$ cat config.mk
export PLATFORM = sky130hd
export DESIGN_NAME = apb_master_bridge_flat
export DESIGN_NICKNAME = d
export VERILOG_FILES = /design/src/rtl/apb_master_bridge_pkg.sv /design/src/rtl/apb_master_bridge_if.sv /design/src/rtl/apb_master_bridge_addr_decoder.sv /design/src/rtl/apb_master_bridge.sv /design/src/flat_wrapper.sv
export SDC_FILE = /design/constraint.sdc
export NUM_CORES = 1
export LEC_CHECK = 0
export CORE_MARGIN = 2
export CORE_UTILIZATION = 33
export DETAILED_ROUTE_END_ITERATION = 12
export PLACE_DENSITY = 0.77
export SLEW_MARGIN = 20
export SYNTH_ARGS = -nofsm -noshare
export SYNTH_HDL_FRONTEND = slang
export SYNTH_SLANG_ARGS = --single-unit
$ cat constraint.sdc
create_clock -name PCLK -period 3.2 [get_ports PCLK]
set_input_delay 0.48 -clock PCLK [delete_from_list [all_inputs] [get_ports PCLK]]
set_output_delay 0.48 -clock PCLK [all_outputs]
set_load 0.005 [all_outputs]
$ cat src/rtl/apb_master_bridge_pkg.sv
// Shared types and constants for the APB master bridge.
package apb_pkg;

  typedef enum logic [1:0] {
    IDLE   = 2'd0,
    SETUP  = 2'd1,
    ACCESS = 2'd2
  } apb_state_e;

  localparam logic [31:0] APB_BASE      = 32'h1000_0000;
  localparam int unsigned SLOT_SHIFT    = 12;
  localparam int unsigned IDX_W         = 4;
  localparam int unsigned DATA_W        = 32;
  localparam logic [31:0] TIMEOUT_RDATA = 32'hDEAD_BEEF;

  // Response payload returned to the core alongside the ready pulse.
  typedef struct packed {
    logic [DATA_W-1:0] rdata;
    logic              err;
  } apb_rsp_t;

endpackage

$ cat src/rtl/apb_master_bridge_if.sv
// Core-side request/response and APB-side bus signals of the bridge.
interface apb_master_bridge_if #(
  parameter int unsigned NUM_SLAVES = 4
);
  // core side
  logic                     transfer;
  logic                     write;
  logic [31:0]              addr;
  logic [31:0]              wdata;
  logic [31:0]              rdata;
  logic                     ready;
  logic                     err;
  // APB side
  logic [31:0]              PADDR;
  logic                     PWRITE;
  logic                     PENABLE;
  logic [31:0]              PWDATA;
  logic [NUM_SLAVES-1:0]    PSEL;
  logic [NUM_SLAVES*32-1:0] PRDATA;
  logic [NUM_SLAVES-1:0]    PREADY;

  // Bridge view.
  modport master (
    input  transfer, write, addr, wdata, PRDATA, PREADY,
    output rdata, ready, err, PADDR, PWRITE, PENABLE, PWDATA, PSEL
  );

  // Environment view: the core plus the peripherals.
  modport slave (
    output transfer, write, addr, wdata, PRDATA, PREADY,
    input  rdata, ready, err, PADDR, PWRITE, PENABLE, PWDATA, PSEL
  );
endinterface

$ cat src/rtl/apb_master_bridge_addr_decoder.sv
// Combinational address decode: upper address bits -> hit, slot index, one-hot select.
module apb_addr_decoder
  import apb_pkg::*;
#(
  parameter int unsigned NUM_SLAVES = 4
) (
  input  logic [31:SLOT_SHIFT]   addr_hi,
  output logic                   hit,
  output logic [IDX_W-1:0]       idx,
  output logic [NUM_SLAVES-1:0]  sel
);

  // Base window match plus slot range check.
  always_comb begin
    idx = addr_hi[SLOT_SHIFT +: IDX_W];
    hit = (addr_hi[31:16] == APB_BASE[31:16]) && (32'(idx) < NUM_SLAVES);
    sel = '0;
    if (hit) begin
      sel = NUM_SLAVES'(1) << idx;
    end
  end

endmodule

$ cat src/rtl/apb_master_bridge.sv
// APB requester: turns single-cycle core requests into APB SETUP/ACCESS
// sequences and returns a one-cycle ready/err/rdata response.
// Optional build macro: APB_TIMEOUT_EN aborts ACCESS after TIMEOUT_CYCLES
// cycles without PREADY and answers with err=1, rdata=32'hDEAD_BEEF.
module apb_master_bridge
  import apb_pkg::*;
#(
  parameter int unsigned NUM_SLAVES     = 4,
  parameter int unsigned TIMEOUT_CYCLES = 64
) (
  input logic                 PCLK,
  input logic                 PRESET,
  apb_master_bridge_if.master bus
);

`ifdef APB_TIMEOUT_EN
  localparam int unsigned CNT_W = (TIMEOUT_CYCLES > 1) ? $clog2(TIMEOUT_CYCLES) : 1;
  logic [CNT_W-1:0] cnt_q, cnt_d;
`endif

  apb_state_e            state_q, state_d;
  logic [NUM_SLAVES-1:0] psel_q, psel_d;
  logic                  penable_q, penable_d;
  logic [31:0]           paddr_q, paddr_d;
  logic                  pwrite_q, pwrite_d;
  logic [31:0]           pwdata_q, pwdata_d;
  logic [IDX_W-1:0]      idx_q, idx_d;
  apb_rsp_t              rsp_q, rsp_d;
  logic                  ready_q, ready_d;

  logic                  dec_hit;
  logic [IDX_W-1:0]      dec_idx;
  logic [NUM_SLAVES-1:0] dec_sel;
  logic                  slot_ready;
  logic [31:0]           slot_rdata;

  apb_addr_decoder #(
    .NUM_SLAVES (NUM_SLAVES)
  ) u_dec (
    .addr_hi (bus.addr[31:SLOT_SHIFT]),
    .hit     (dec_hit),
    .idx     (dec_idx),
    .sel     (dec_sel)
  );

  // Only the selected slot's PREADY counts.
  assign slot_ready = |(bus.PREADY & psel_q);

  // Read data mux on the latched slot index.
  always_comb begin
    slot_rdata = '0;
    for (int unsigned i = 0; i < NUM_SLAVES; i++) begin
      if (idx_q == IDX_W'(i)) begin
        slot_rdata = bus.PRDATA[32*i +: 32];
      end
    end
  end

  // Next-state and next-output logic.
  always_comb begin
    state_d   = state_q;
    psel_d    = psel_q;
    penable_d = penable_q;
    paddr_d   = paddr_q;
    pwrite_d  = pwrite_q;
    pwdata_d  = pwdata_q;
    idx_d     = idx_q;
    rsp_d     = '0;
    ready_d   = 1'b0;
`ifdef APB_TIMEOUT_EN
    cnt_d     = cnt_q;
`endif
    case (state_q)
      IDLE: begin
        if (bus.transfer) begin
          if (dec_hit) begin
            paddr_d  = bus.addr;
            pwrite_d = bus.write;
            pwdata_d = bus.wdata;
            idx_d    = dec_idx;
            psel_d   = dec_sel;
            state_d  = SETUP;
          end else begin
            ready_d   = 1'b1;
            rsp_d.err = 1'b1;
          end
        end
      end
      SETUP: begin
        penable_d = 1'b1;
        state_d   = ACCESS;
`ifdef APB_TIMEOUT_EN
        cnt_d     = '0;
`endif
      end
      ACCESS: begin
        if (slot_ready) begin
          psel_d      = '0;
          penable_d   = 1'b0;
          ready_d     = 1'b1;
          rsp_d.rdata = pwrite_q ? 32'h0 : slot_rdata;
          state_d     = IDLE;
        end
`ifdef APB_TIMEOUT_EN
        else if (cnt_q == CNT_W'(TIMEOUT_CYCLES - 1)) begin
          psel_d      = '0;
          penable_d   = 1'b0;
          ready_d     = 1'b1;
          rsp_d.err   = 1'b1;
          rsp_d.rdata = TIMEOUT_RDATA;
          state_d     = IDLE;
        end else begin
          cnt_d = cnt_q + CNT_W'(1);
        end
`endif
      end
      default: begin
        state_d   = IDLE;
        psel_d    = '0;
        penable_d = 1'b0;
      end
    endcase
  end

  // State and registered outputs.
  always_ff @(posedge PCLK or posedge PRESET) begin
    if (PRESET) begin
      state_q   <= IDLE;
      psel_q    <= '0;
      penable_q <= 1'b0;
      paddr_q   <= '0;
      pwrite_q  <= 1'b0;
      pwdata_q  <= '0;
      idx_q     <= '0;
      rsp_q     <= '0;
      ready_q   <= 1'b0;
`ifdef APB_TIMEOUT_EN
      cnt_q     <= '0;
`endif
    end else begin
      state_q   <= state_d;
      psel_q    <= psel_d;
      penable_q <= penable_d;
      paddr_q   <= paddr_d;
      pwrite_q  <= pwrite_d;
      pwdata_q  <= pwdata_d;
      idx_q     <= idx_d;
      rsp_q     <= rsp_d;
      ready_q   <= ready_d;
`ifdef APB_TIMEOUT_EN
      cnt_q     <= cnt_d;
`endif
    end
  end

  assign bus.PSEL    = psel_q;
  assign bus.PENABLE = penable_q;
  assign bus.PADDR   = paddr_q;
  assign bus.PWRITE  = pwrite_q;
  assign bus.PWDATA  = pwdata_q;
  assign bus.rdata   = rsp_q.rdata;
  assign bus.err     = rsp_q.err;
  assign bus.ready   = ready_q;

endmodule

$ cat src/flat_wrapper.sv
// flat-port wrapper written by rule: the top's interface ports become plain ports
module apb_master_bridge_flat import apb_pkg::*;
#(
  parameter int unsigned NUM_SLAVES     = 4,
  parameter int unsigned TIMEOUT_CYCLES = 64
)
  (PCLK, PRESET, bus_transfer, bus_write, bus_addr, bus_wdata, bus_PRDATA, bus_PREADY, bus_rdata, bus_ready, bus_err, bus_PADDR, bus_PWRITE, bus_PENABLE, bus_PWDATA, bus_PSEL);
  apb_master_bridge_if #(.NUM_SLAVES(NUM_SLAVES)) bus_i ();
  input logic PCLK;
  input logic PRESET;
  input wire logic [$bits(bus_i.transfer)-1:0] bus_transfer;
  input wire logic [$bits(bus_i.write)-1:0] bus_write;
  input wire logic [$bits(bus_i.addr)-1:0] bus_addr;
  input wire logic [$bits(bus_i.wdata)-1:0] bus_wdata;
  input wire logic [$bits(bus_i.PRDATA)-1:0] bus_PRDATA;
  input wire logic [$bits(bus_i.PREADY)-1:0] bus_PREADY;
  output wire logic [$bits(bus_i.rdata)-1:0] bus_rdata;
  output wire logic [$bits(bus_i.ready)-1:0] bus_ready;
  output wire logic [$bits(bus_i.err)-1:0] bus_err;
  output wire logic [$bits(bus_i.PADDR)-1:0] bus_PADDR;
  output wire logic [$bits(bus_i.PWRITE)-1:0] bus_PWRITE;
  output wire logic [$bits(bus_i.PENABLE)-1:0] bus_PENABLE;
  output wire logic [$bits(bus_i.PWDATA)-1:0] bus_PWDATA;
  output wire logic [$bits(bus_i.PSEL)-1:0] bus_PSEL;
  assign bus_i.transfer = bus_transfer;
  assign bus_i.write = bus_write;
  assign bus_i.addr = bus_addr;
  assign bus_i.wdata = bus_wdata;
  assign bus_i.PRDATA = bus_PRDATA;
  assign bus_i.PREADY = bus_PREADY;
  assign bus_rdata = bus_i.rdata;
  assign bus_ready = bus_i.ready;
  assign bus_err = bus_i.err;
  assign bus_PADDR = bus_i.PADDR;
  assign bus_PWRITE = bus_i.PWRITE;
  assign bus_PENABLE = bus_i.PENABLE;
  assign bus_PWDATA = bus_i.PWDATA;
  assign bus_PSEL = bus_i.PSEL;
  apb_master_bridge #(.NUM_SLAVES(NUM_SLAVES), .TIMEOUT_CYCLES(TIMEOUT_CYCLES)) u_core (.PCLK(PCLK), .PRESET(PRESET), .bus(bus_i));
endmodule
# Word level (Yosys, flattened, before mapping)
# Index checks and enable logic that the tools add are counted.
# totals
out_inout_bits	104
word_cells	54
inputBits	200
ff_bits	110
# classes
bitwise	3
shifts	1
n_reduce_logical	8
n_lt_le_gt_ge	1
n_mux	22
n_eq_ne	9
# ops
cell	count
32-bit 2-to-1 mux	7
16-bit by 13-bit equality test with 1-bit output (second input constant)	1
4-bit 2-to-1 mux	3
4-bit one-hot mux with 3 select lines	1
4-bit by 2-bit equality test with 1-bit output (second input constant)	2
2-bit 2-to-1 mux	3
2-bit one-hot mux with 3 select lines	1
3-bit AND reduction	2
1-bit 2-to-1 mux	5
4-bit AND	1
4-bit by 1-bit equality test with 1-bit output (second input constant)	1
4-bit zero test	1
4-bit by 3-bit < comparator with 1-bit output (second input constant)	1
2-bit by 1-bit inequality test with 1-bit output (second input constant)	2
4-bit AND reduction	1
4-bit OR reduction	1
1-bit by 4-bit << shifter with 4-bit output (first input constant)	1
1-bit one-hot mux with 3 select lines	1
2-bit by 1-bit equality test with 1-bit output (second input constant)	1
2-bit equality test (second input constant)	1
2-bit zero test	1
2-bit inequality test (second input constant)	1
1-bit NOT	2
1-bit one-hot mux with 2 select lines	1
2 further kinds	2

# Depth between registers and ports, before layout
# logic_depth
depth_word	8
ltp_mapped	6
depth_no_buf	4

# Cells and area by module
# Synthesis repeated with hierarchy kept, for this count alone.
# unflattened
cells_unflattened	382
hier_area_um2	5132.4
# modules_own_cells
module	instances	cells_each	area_per_inst_um2	seq_area_each_um2
apb_master_bridge	1	362	4996.0	2752.6
apb_addr_decoder	1	20	136.4	0.0

# Worst setup path after synthesis
# Ideal clock, no wire load.
# synth_path
path_type	in2reg
startpoint	in bus_addr[21]
endpoint	reg u_core.pwdata_q[0], in the netlist u_core.bus.PWDATA[0]
path_stages	6
arrival_ns	1.724
setup_time_ns	0.125
t_required_ns	3.075
path_slack_ns	1.351
n_path_buf	2
path_cell_list	nor4_2 > nand2_2 > nor3_4 > buf_6 > buf_12 > mux2_4
# synth_via
elab_chain_cells	3
# synth_lines
item	line_no	rtl
start, declared	flat_wrapper.sv:13	input wire logic [$bits(bus_i.addr)-1:0] bus_addr;
16-bit by 13-bit equality test with 1-bit output	apb_master_bridge_addr_decoder.sv:16	hit = (addr_hi[31:16] == APB_BASE[31:16]) && (32'(idx) < NUM_SLAVES);
1-bit logical AND	apb_master_bridge_addr_decoder.sv:16	
3-bit AND reduction (no line)	-	
end signal, assigned	apb_master_bridge.sv:146	pwdata_q <= pwdata_d;
end, declared	apb_master_bridge.sv:26	logic [31:0] pwdata_q, pwdata_d;
# No other way between the ends.
# A chain may end at the register's enable or synchronous reset.

==> impl_results.md <==
- Clock Path Buffers: 2
- Buffers on Ports: 303
- Worst setup EP type: output port
- Slew HR: 44.4%
- DP Area: 8040 um^2
- Req. time, crit path: 2720 ps
- Worst-case reg-to-reg path depth: 5
- Pins Over Slew Limit: 0
- Synth Net Count: 571
- Startpoint Class: flip-flop
- Num CTS Buffers: 9
- First-pass GRT wire length: 23200 um
- Skew final: 5.66 ps
- Sequential area share after synthesis: 55.2%
- Grt ovf: 0
- Worst setup margin: 1030 ps
- Largest stage delay on the critical path: 600 ps
- Routed Antenna Nets: 0
- Final instance area: 8340 um^2
- Yosys top cell area share: 55.2%
- Drt drc: 0
- Area Growth Syn to Fin: 73.5%
- Total power: 2920 uW
- Routed vias: 4149
- Most frequent cell after synthesis: dfrtp_1
- Synthesized instance count: 371
- CP Cell Sequence: buf_4, clkdlybuf4s50_1
- Setup bufs post-CTS: 0
- Yosys synthesis warning count: 0
- Hold Buf Count CTS: 0
- Clock transition at the registers of the reported paths: 70 ps
- CTS root buf: clkbuf_16
- CTS tree: done
- Via density: 4.83
- Peak VDD IR: 0.000232 V
- Final setup vio count: 0
- Final #Nets: 871
- Status: finished clean
- I/O pins: 304
- GPL Wtd Cong: 0.871
- Placeable Area: 14400 um^2
- Hpwl dp: 11400 um
- Wirelength, routed: 14700 um
- Lkg Pwr: 0.00351 uW
- Antenna diodes: 0
- Post-synth ARST share: 100%
- GRT Total Usage: 18.9%
- Starting Density: 33.5%
- Main area contributors after synthesis: dfrtp_1, mux2_2, mux2_4
- Placed Instances: 844
- WL/cell: 17.1 um
- Register-to-register setup slack: 1300 ps
- Avg Inst Size Synth: 13.0 um^2
- Synth top cells by count: dfrtp_1, mux2_2, nand2_1
- RSZ-0062 raised after global routing: false
- Cell area power density: 350 nW/um^2
- Worst-skew pair later-pin latency: 340 ps
- Initial antenna violation count: 0
- H-Tree Depth: 3
- Clock sinks: 106
- Max-cap violations: 0
- Resize count post-CTS: 0
- Synthesized area: 4810 um^2
- Worst path slowest cell: clkdlybuf4s50_1
- First-pass iteration count of the detailed router: 5
- Share of cells above drive strength 1: 17.5%
- Hold path cells: 1
- Crit path arrival time: 1690 ps
- Hold Crit Class: flip-flop to flip-flop
- Synth cell types: 36
- Min Tclk post-route: 2170 ps
- Vias in the first global route: 4396
- Fmax achieved: 461 MHz
- Post-synth EDFFs: 0
- #FFs+latches synth: 106
- Worst-Margin Slew: 832 ps
- Post-Layout Cell Count: 859
- Peak fanout along the critical path: 36
- Final hold violation count: 0
- Synth area leader: dfrtp_1
- Kind of critical path: flip-flop to output port
- Die Wd: 125 um
- Die area: 15600 um^2
- # rows: 44
- DRT iter0 DRCs: 191
- Largest net degree at the start of global routing: 39
- Die height: 125 um
- Total negative slack: 0 ps
- Place WS: 717 ps
- Fin crit share: 67.8%
- Synth Flop Type: dfrtp_1
-- critical path, delay by kind of cell, from the launching register on --
| kind | cells | cell delay, ps |
|---|---|---|
| flops | 1 | 320 |
| buf+inv | 2 | 1000 |
-- sequential cells by signal, indices dropped and copies added, names as in the netlist --
| signal | cells |
|---|---|
| u_core.bus.PSEL | 4 |
| u_core.idx_q | 3 |
| u_core.bus.PADDR | 29 |
| u_core.bus.PENABLE | 1 |
| u_core.bus.rdata | 32 |
| u_core.bus.PWRITE | 1 |
| u_core.bus.err | 1 |
| u_core.bus.PWDATA | 32 |
| u_core.state_q | 2 |
| u_core.bus.ready | 1 |
-- cells by family (layout without fill, tap and decap cells) --
kind of cell / Yosys count / in the layout / share of synthesized area [%]
muxes: 81 / 81 / 21.3
AOI/OAI and AO/OA: 74 / 74 / 9.86
and+or+nand+nor: 83 / 83 / 9.99
DFF: 106 / 106 / 55.2
buffers and inverters: 27 / 331 / 3.67
-- report_power, final --
group	total (uW)	switching (uW)	internal, uW	leakage, uW
Sequential	1380	17.1	1360	0.00148
Clock	1120	475	645	0.000152
Combinational	422	128	294	0.00188
-- per-stage QoR --
stage | hold WS, ps | util [%]
after floorplan | 459 | -
after global placement | 468 | 56.0
after detailed placement | 471 | 56.0
after CTS | 489 | 58.1
after global routing | 503 | 58.1
final | 481 | 58.1
-- placed cells by master, fill, tap and decap left out, drive strengths merged --
| cell type | synthesis | final |
|---|---|---|
| clkdlybuf4s50 | 0 | 303 |
| dfrtp | 106 | 106 |
| mux2 | 81 | 81 |
| nand2 | 36 | 36 |
| a22oi | 34 | 34 |
| a21oi | 33 | 33 |
| and2 | 17 | 17 |
| clkbuf | 10 | 11 |
| buf | 13 | 9 |
| nor4 | 8 | 8 |
| nor2 | 5 | 5 |
| nand3 | 5 | 5 |
| inv | 4 | 4 |
| a31o | 3 | 3 |
| nor4b | 3 | 3 |
| clkinv | 0 | 2 |
| or3 | 2 | 2 |
| nor3 | 2 | 2 |
| nor3b | 2 | 2 |
| nand2b | 1 | 1 |
| o211ai | 1 | 1 |
| clkinvlp | 0 | 1 |
| o21a | 1 | 1 |
| nand4 | 1 | 1 |
| o21ai | 1 | 1 |
| or4 | 1 | 1 |
| o31ai | 1 | 1 |
| bufinv | 0 | 1 |
-- metal layers --
metal / global-route usage (%) / share of wire, % / vias up / routed length [um]
li1: - / - / 1938 / -
met1: 21.0 / 39 / 1981 / 5680
met2: 33.6 / 51 / 209 / 7460
met3: 6.66 / 8.3 / 21 / 1220
met4: 6.15 / 2.2 / 0 / 329
met5: 0 / 0 / - / 0
-- final cells by class --
cell class | instances | area (um^2)
clock inverter | 4 | 48.8
inverter | 4 | 18.8
timing repair buffer | 312 | 3140
fill | 1147 | 6030
multi-input combinational | 238 | 2000
sequential | 106 | 2650
clock buffer | 11 | 253
tap | 184 | 230
-- final timing paths --
kind / from / end
min in group asynchronous: PRESET / u_core.bus.PWDATA[1]
min: u_core.bus.PADDR[20] / u_core.bus.PADDR[20]
max in group asynchronous: PRESET / u_core.bus.PADDR[19]
max: u_core.idx_q[0] / bus_PADDR[12]
min reg2reg: u_core.bus.PADDR[20] / u_core.bus.PADDR[20]
max reg2reg: u_core.state_q[0] / u_core.bus.PADDR[8]
No activity file was read; power rests on OpenSTA's default activity.
==> variant 1: new RTL, same settings <==
Build with the macro `APB_TIMEOUT_EN` defined.
--- a/src/rtl/apb_master_bridge.sv
+++ b/src/rtl/apb_master_bridge.sv
@@ -2,6 +2,8 @@
 // sequences and returns a one-cycle ready/err/rdata response.
 // Optional build macro: APB_TIMEOUT_EN aborts ACCESS after TIMEOUT_CYCLES
 // cycles without PREADY and answers with err=1, rdata=32'hDEAD_BEEF.
+`define APB_TIMEOUT_EN
+
 module apb_master_bridge
   import apb_pkg::*;
 #(
Formal check against the unedited RTL: no difference found for any inputs over 4 cycles, from zero or initial values and one cycle with PRESET high; that may be too few to reach the edited logic, so the function may still have changed.
==> variant 1 against the unedited design <==
Clock power up 4%; wire length up 19%; die area up 8.0%; combinational power down 20%; area after synthesis up 8.3%; fmax down 2.5%; final area up 4.7%; critical endpoint is now u_core.bus.PWDATA[17]; total power down 0.20%; sequential cell count up 6; worst setup slack worse by 0.056 ns; count of clock-buffer cells in the layout down 1; core utilization down 1.0 points; synthesized cell count up 12%; register-to-register slack worse by 0.16 ns.
==> variant 1: results (changes against the unedited design) <==
run_status:
  status: "finished clean"  # unchanged
final_layout:
  layout-drive-gt1-share_pct: 13.4  # was 17.5%
  nFillCells: 1298  # was 1147
  num-nets-final: 916  # was 871
  antenna_cells: 0  # unchanged
  final_cells: 928  # was 859
yosys:
  yosysSeqAreaShare_pct: 53.8  # was 55.2%
  synth_nets: 620  # was 571
  synth.top_cells.by_count: "dfrtp_1, mux2_4, mux2_2, nor2_1, o21ai_0"  # was dfrtp_1, mux2_2, nand2_1, a22oi_1, a21oi_1
  yosysUniqueCellTypes: 40  # was 36
  avgSynthCellArea_um2: 12.5  # was 13.0 µm²
  yosys-top-cells-area: "dfrtp_1, mux2_4, mux2_2, a211o_1, o22ai_1"  # was dfrtp_1, mux2_2, mux2_4, a22oi_1, a21oi_1
placed_design:
  dp_hpwl_um: 13500  # was 11400 µm
  gp_congestion: 0.933  # was 0.871
  post_dp_cell_area_um2: 8430  # was 8040 µm²
  placedCellCount: 912  # was 844
  place_worst_setup_slack_ns: 0.583  # was 0.717 ns
setup_path:
  r2r-end: "u_core.bus.PWDATA[27]"  # was u_core.bus.PADDR[8]
  crit_fanout: 55  # was 36
  slowest_delay_ns: 0.40  # was 0.60 ns
  r2r_slack_ns: 1.14  # was 1.30 ns
  crit_arrival_ns: 2.46  # was 1.69 ns
  crit_end: "u_core.bus.PWDATA[17]"  # was bus_PADDR[12]
  startpoint: "bus_addr[14]"  # was u_core.idx_q[0]
drt:
  m1WireLength_um: 6600  # was 5680 µm
  vias_per_cell: 4.97  # was 4.83
  met3WireLength_um: 1250  # was 1220 µm
  drtIter0Drc: 197  # was 191
  wire_per_inst_um: 18.8  # was 17.1 µm
worst_hold_path:
  hold_path.startpoint: "u_core.bus.PADDR[28]"  # was u_core.bus.PADDR[20]
  holdPathEnd: "u_core.bus.PADDR[28]"  # was u_core.bus.PADDR[20]
  min_path_type: "reg -> reg"  # unchanged
sta:
  holdWs_ns: 0.480  # was 0.481 ns
  tightest_slew_ns: 0.786  # was 0.832 ns
  max_freq_ghz: 0.449  # was 0.461 GHz
  finClkSkew_ns: 0.0126  # was 0.00566 ns
grt:
  grt_pass1_vias: 4841  # was 4396
  grt_use_total_pct: 20.0  # was 18.9%
  grt_max_degree: 56  # was 39
  grt_pass1_wl_um: 25900  # was 23200 µm
  grtUsageMet2_pct: 36.9  # was 33.6%
  grt_antenna_before_repair: 0  # unchanged
  use_met3_pct: 4.05  # was 6.66%
  use_met1_pct: 22.1  # was 21.0%
power:
  p_leak_nw: 3.93  # was 3.51 nW
  ir_worst_vdd_uv: 335  # was 232 µV
clocking:
  path_clk_slew_ns: 0.08
  clkLatencyLatePin_ns: 0.35
floorplanning:
  core-area_um2: 15300  # was 14400 µm²
variant 1: cell count changes in the layout (fill, tap and decap cells not counted), sizes merged, moves of 13 or more:
cell and delta:
a211o +14, nor2b +14, a22oi -32, mux2 -13, o22ai +19, o221ai +13, o21ai +19, nor2 +22
a21oi -30, nand2 -26
variant 1: area by class of cell:
class	count	area (µm²)	share of cell area [%]
Timing Repair Buffer	314	3140	36.0
Sequential cell	112	2800	32.1
Multi-Input combinational cell	269	2190	25.1
Tap cell	211	264	3.02
Clock buffer	10	229	2.62
Clock inverter	6	77.6	0.888
Inverter	6	26.3	0.301
variant 1: cell families after synthesis:
group	share of synthesized area (%)
multiplexers	17.8
buffers and inverters	4.06
AND/OR/NAND/NOR	10.8
flip-flops	53.8
adder cells (fa/ha/maj)	0.961
AO/OA/AOI/OAI	12.5
variant 1: where the power goes:
part / switching, mW / total [mW] / internal [mW]
clock network: 0.544 / 1.17 / 0.623
logic: 0.0899 / 0.336 / 0.246
registers: 0 / 1.41 / 1.41
total: 0.634 / 2.92 / 2.28
==> variant 2: new RTL, config.mk and constraints unchanged <==
Without the edit above. `paddr_q` no longer has a reset.
--- a/src/rtl/apb_master_bridge.sv
+++ b/src/rtl/apb_master_bridge.sv
@@ -128,7 +128,6 @@
       state_q   <= IDLE;
       psel_q    <= '0;
       penable_q <= 1'b0;
-      paddr_q   <= '0;
       pwrite_q  <= 1'b0;
       pwdata_q  <= '0;
       idx_q     <= '0;
@@ -141,7 +140,6 @@
       state_q   <= state_d;
       psel_q    <= psel_d;
       penable_q <= penable_d;
-      paddr_q   <= paddr_d;
       pwrite_q  <= pwrite_d;
       pwdata_q  <= pwdata_d;
       idx_q     <= idx_d;
@@ -151,6 +149,10 @@
       cnt_q     <= cnt_d;
 `endif
     end
+  end
+
+  always_ff @(posedge PCLK) begin
+    paddr_q <= paddr_d;
   end
 
   assign bus.PSEL    = psel_q;
Formal check against the unedited RTL: not equivalent (Yosys sat finds a counterexample within 4 cycles, from zero or initial values and one cycle with PRESET high).
==> variant 2 against the unedited design <==
Core utilization grew 1.3 points; total power grew 1.9%; worst setup slack lost 0.21 ns; area after synthesis shrank 4.6%; clock skew grew 0.0060 ns; final area shrank 2.4%; fmax shrank 8.7%; clock power shrank 9%; wire length shrank 4.9%; sequential cell count grew 4; critical path depth grew 3; register-to-register slack lost 0.09 ns; non-clock buffer count is the same.
==> variant 2: results (changes against the unedited design) <==
setup_path:
  cp_slowest_cell: "o31ai_1"  # was clkdlybuf4s50_1
  critPathTopFamily: "simple AND/OR/NAND/NOR gates"  # was buffers and inverters
  start_kind: "input pin"  # was flip-flop
  crit_arrival_ns: 2.59  # was 1.69 ns
  slowest_delay_ns: 0.61
  crit_fanout: 6  # was 36
drt:
  vias_per_cell: 4.79  # was 4.83
  firstDrtPassIters: 4  # was 5
  wl_um: 14000  # was 14700 µm
  m1WireLength_um: 4830  # was 5680 µm
  met3WireLength_um: 1520  # was 1220 µm
  route.top_layer_used: "met4"  # unchanged
  drtIter0Drc: 191  # unchanged
  wl_met2_um: 7420  # was 7460 µm
final_layout:
  nFillCells: 1122  # was 1147
  layout-drive-gt1-share_pct: 15.6  # was 17.5%
  num-nets-final: 842  # was 871
clocking:
  htreeDepth: 3  # unchanged
  clkLatencyLatePin_ns: 0.34  # about the same
  cts_setup_buffers: 0  # unchanged
  cts_buffers: 9  # unchanged
  cts-root-buf: "clkbuf_16"  # unchanged
  clockBufferDepth: 2  # unchanged
  path_clk_slew_ns: 0.07  # about the same
  hold_buffers: 0  # unchanged
  post_cts_resized: 0  # unchanged
yosys:
  synth_edf_count: 32  # was 0
  synth.top_cells.by_count: "dfrtp_1, mux2_2, nand2_1, a22oi_1, a21oi_1"  # unchanged
  yosysWarnings: 0  # unchanged
  yosysSeqAreaShare_pct: 63.5  # was 55.2%
  synth_nets: 538  # was 571
  synth_top_flop_cell: "dfrtp_1"  # unchanged
  yosysUniqueCellTypes: 26  # was 36
  yosys-top-cells-area: "dfrtp_1, edfxtp_1, mux2_2, a22oi_1, a21oi_1"  # was dfrtp_1, mux2_2, mux2_4, a22oi_1, a21oi_1
  async_reset_ff_share_pct: 70.9  # was 100%
worst_hold_path:
  min_path_type: "reg -> reg"  # unchanged
placed_design:
  port-buffer-count: 303  # unchanged
  gp_congestion: 0.765  # was 0.871
  place_worst_setup_slack_ns: 0.476  # was 0.717 ns
  dp_hpwl_um: 11100  # was 11400 µm
sta:
  setup_viol: 0  # unchanged
  finClkSkew_ns: 0.0116  # was 0.00566 ns
  tightest_slew_ns: 0.897  # was 0.832 ns
grt:
  grt_pass1_vias: 4200  # was 4396
  grt_antenna_before_repair: 0  # unchanged
  grt_pass1_wl_um: 21200  # was 23200 µm
  grt_max_degree: 54  # was 39
  grt_use_total_pct: 18.4  # was 18.9%
power:
  ir_worst_vdd_uv: 228  # was 232 µV
  p_leak_nw: 3.31  # was 3.51 nW
run_status:
  status: "finished clean"  # unchanged
[variant 2: cell type report]
cell class              instances  share of cell area, %
inverters                       3                  0.154
flip-flops and latches        110                   35.8
repair buffers                312                   38.4
well taps                     180                   2.77
clock inverters                 4                  0.369
clock buffers                  12                   2.90
multi-input cells             206                   19.7
[variant 2: routing by layer]
metal,track usage (%),vias up
met5,0,-
met4,5.68,0
met3,5.90,15
met2,34.5,222
met1,19.4,1868
li1,-,1855
[variant 2: path summary, 6_finish.rpt]
check	slack [ns]	to	from	cells after the start
hold reg to reg	0.49	u_core.bus.PWDATA[14]	u_core.bus.PWDATA[14]	1
hold / removal	0.49	u_core.bus.PWDATA[14]	u_core.bus.PWDATA[14]	1
setup / recovery	0.82	u_core.bus.PSEL[0]	bus_addr[24]	5
max in group asynchronous	1.82	u_core.bus.PSEL[3]	PRESET	3
setup reg to reg	1.21	u_core.bus.PSEL[0]	u_core.state_q[0]	4
min in group asynchronous	0.61	u_core.bus.rdata[23]	PRESET	2
[variant 2: worst register-to-register path, delay by kind of cell (launching register included)]
family          cells  cell delay [ns]
compound gates      1             0.63
flops               1             0.44
mux                 1             0.41
simple gates        2             0.40
[variant 2: stage by stage]
| step | utilization [%] | area, µm² | cells |
|---|---|---|---|
| CTS | 59.4 | 8140 | 827 |
| global route | 59.4 | 8140 | 827 |
| global placement | 57.4 | 7880 | 811 |
| finish | 59.4 | 8140 | 827 |
| detailed placement | 57.4 | 7880 | 811 |
| floorplan | - | 4590 | 338 |
[variant 2: cell families (layout without fill, tap and decap cells)]
kind of cell / after synthesis / in the layout / synth area share [%]
and+or+nand+nor: 63 / 63 / 6.82
muxes: 71 / 71 / 17.4
AOI/OAI and AO/OA: 72 / 72 / 9.96
DFF: 110 / 110 / 63.5
buffers and inverters: 22 / 331 / 2.29
[variant 2: power by group]
| part | internal (mW) | switching [mW] | total, mW |
|---|---|---|---|
| clock | 0.534 | 0.486 | 1.02 |
| sequential | 1.48 | 0.0262 | 1.51 |
| combinational | 0.309 | 0.142 | 0.451 |
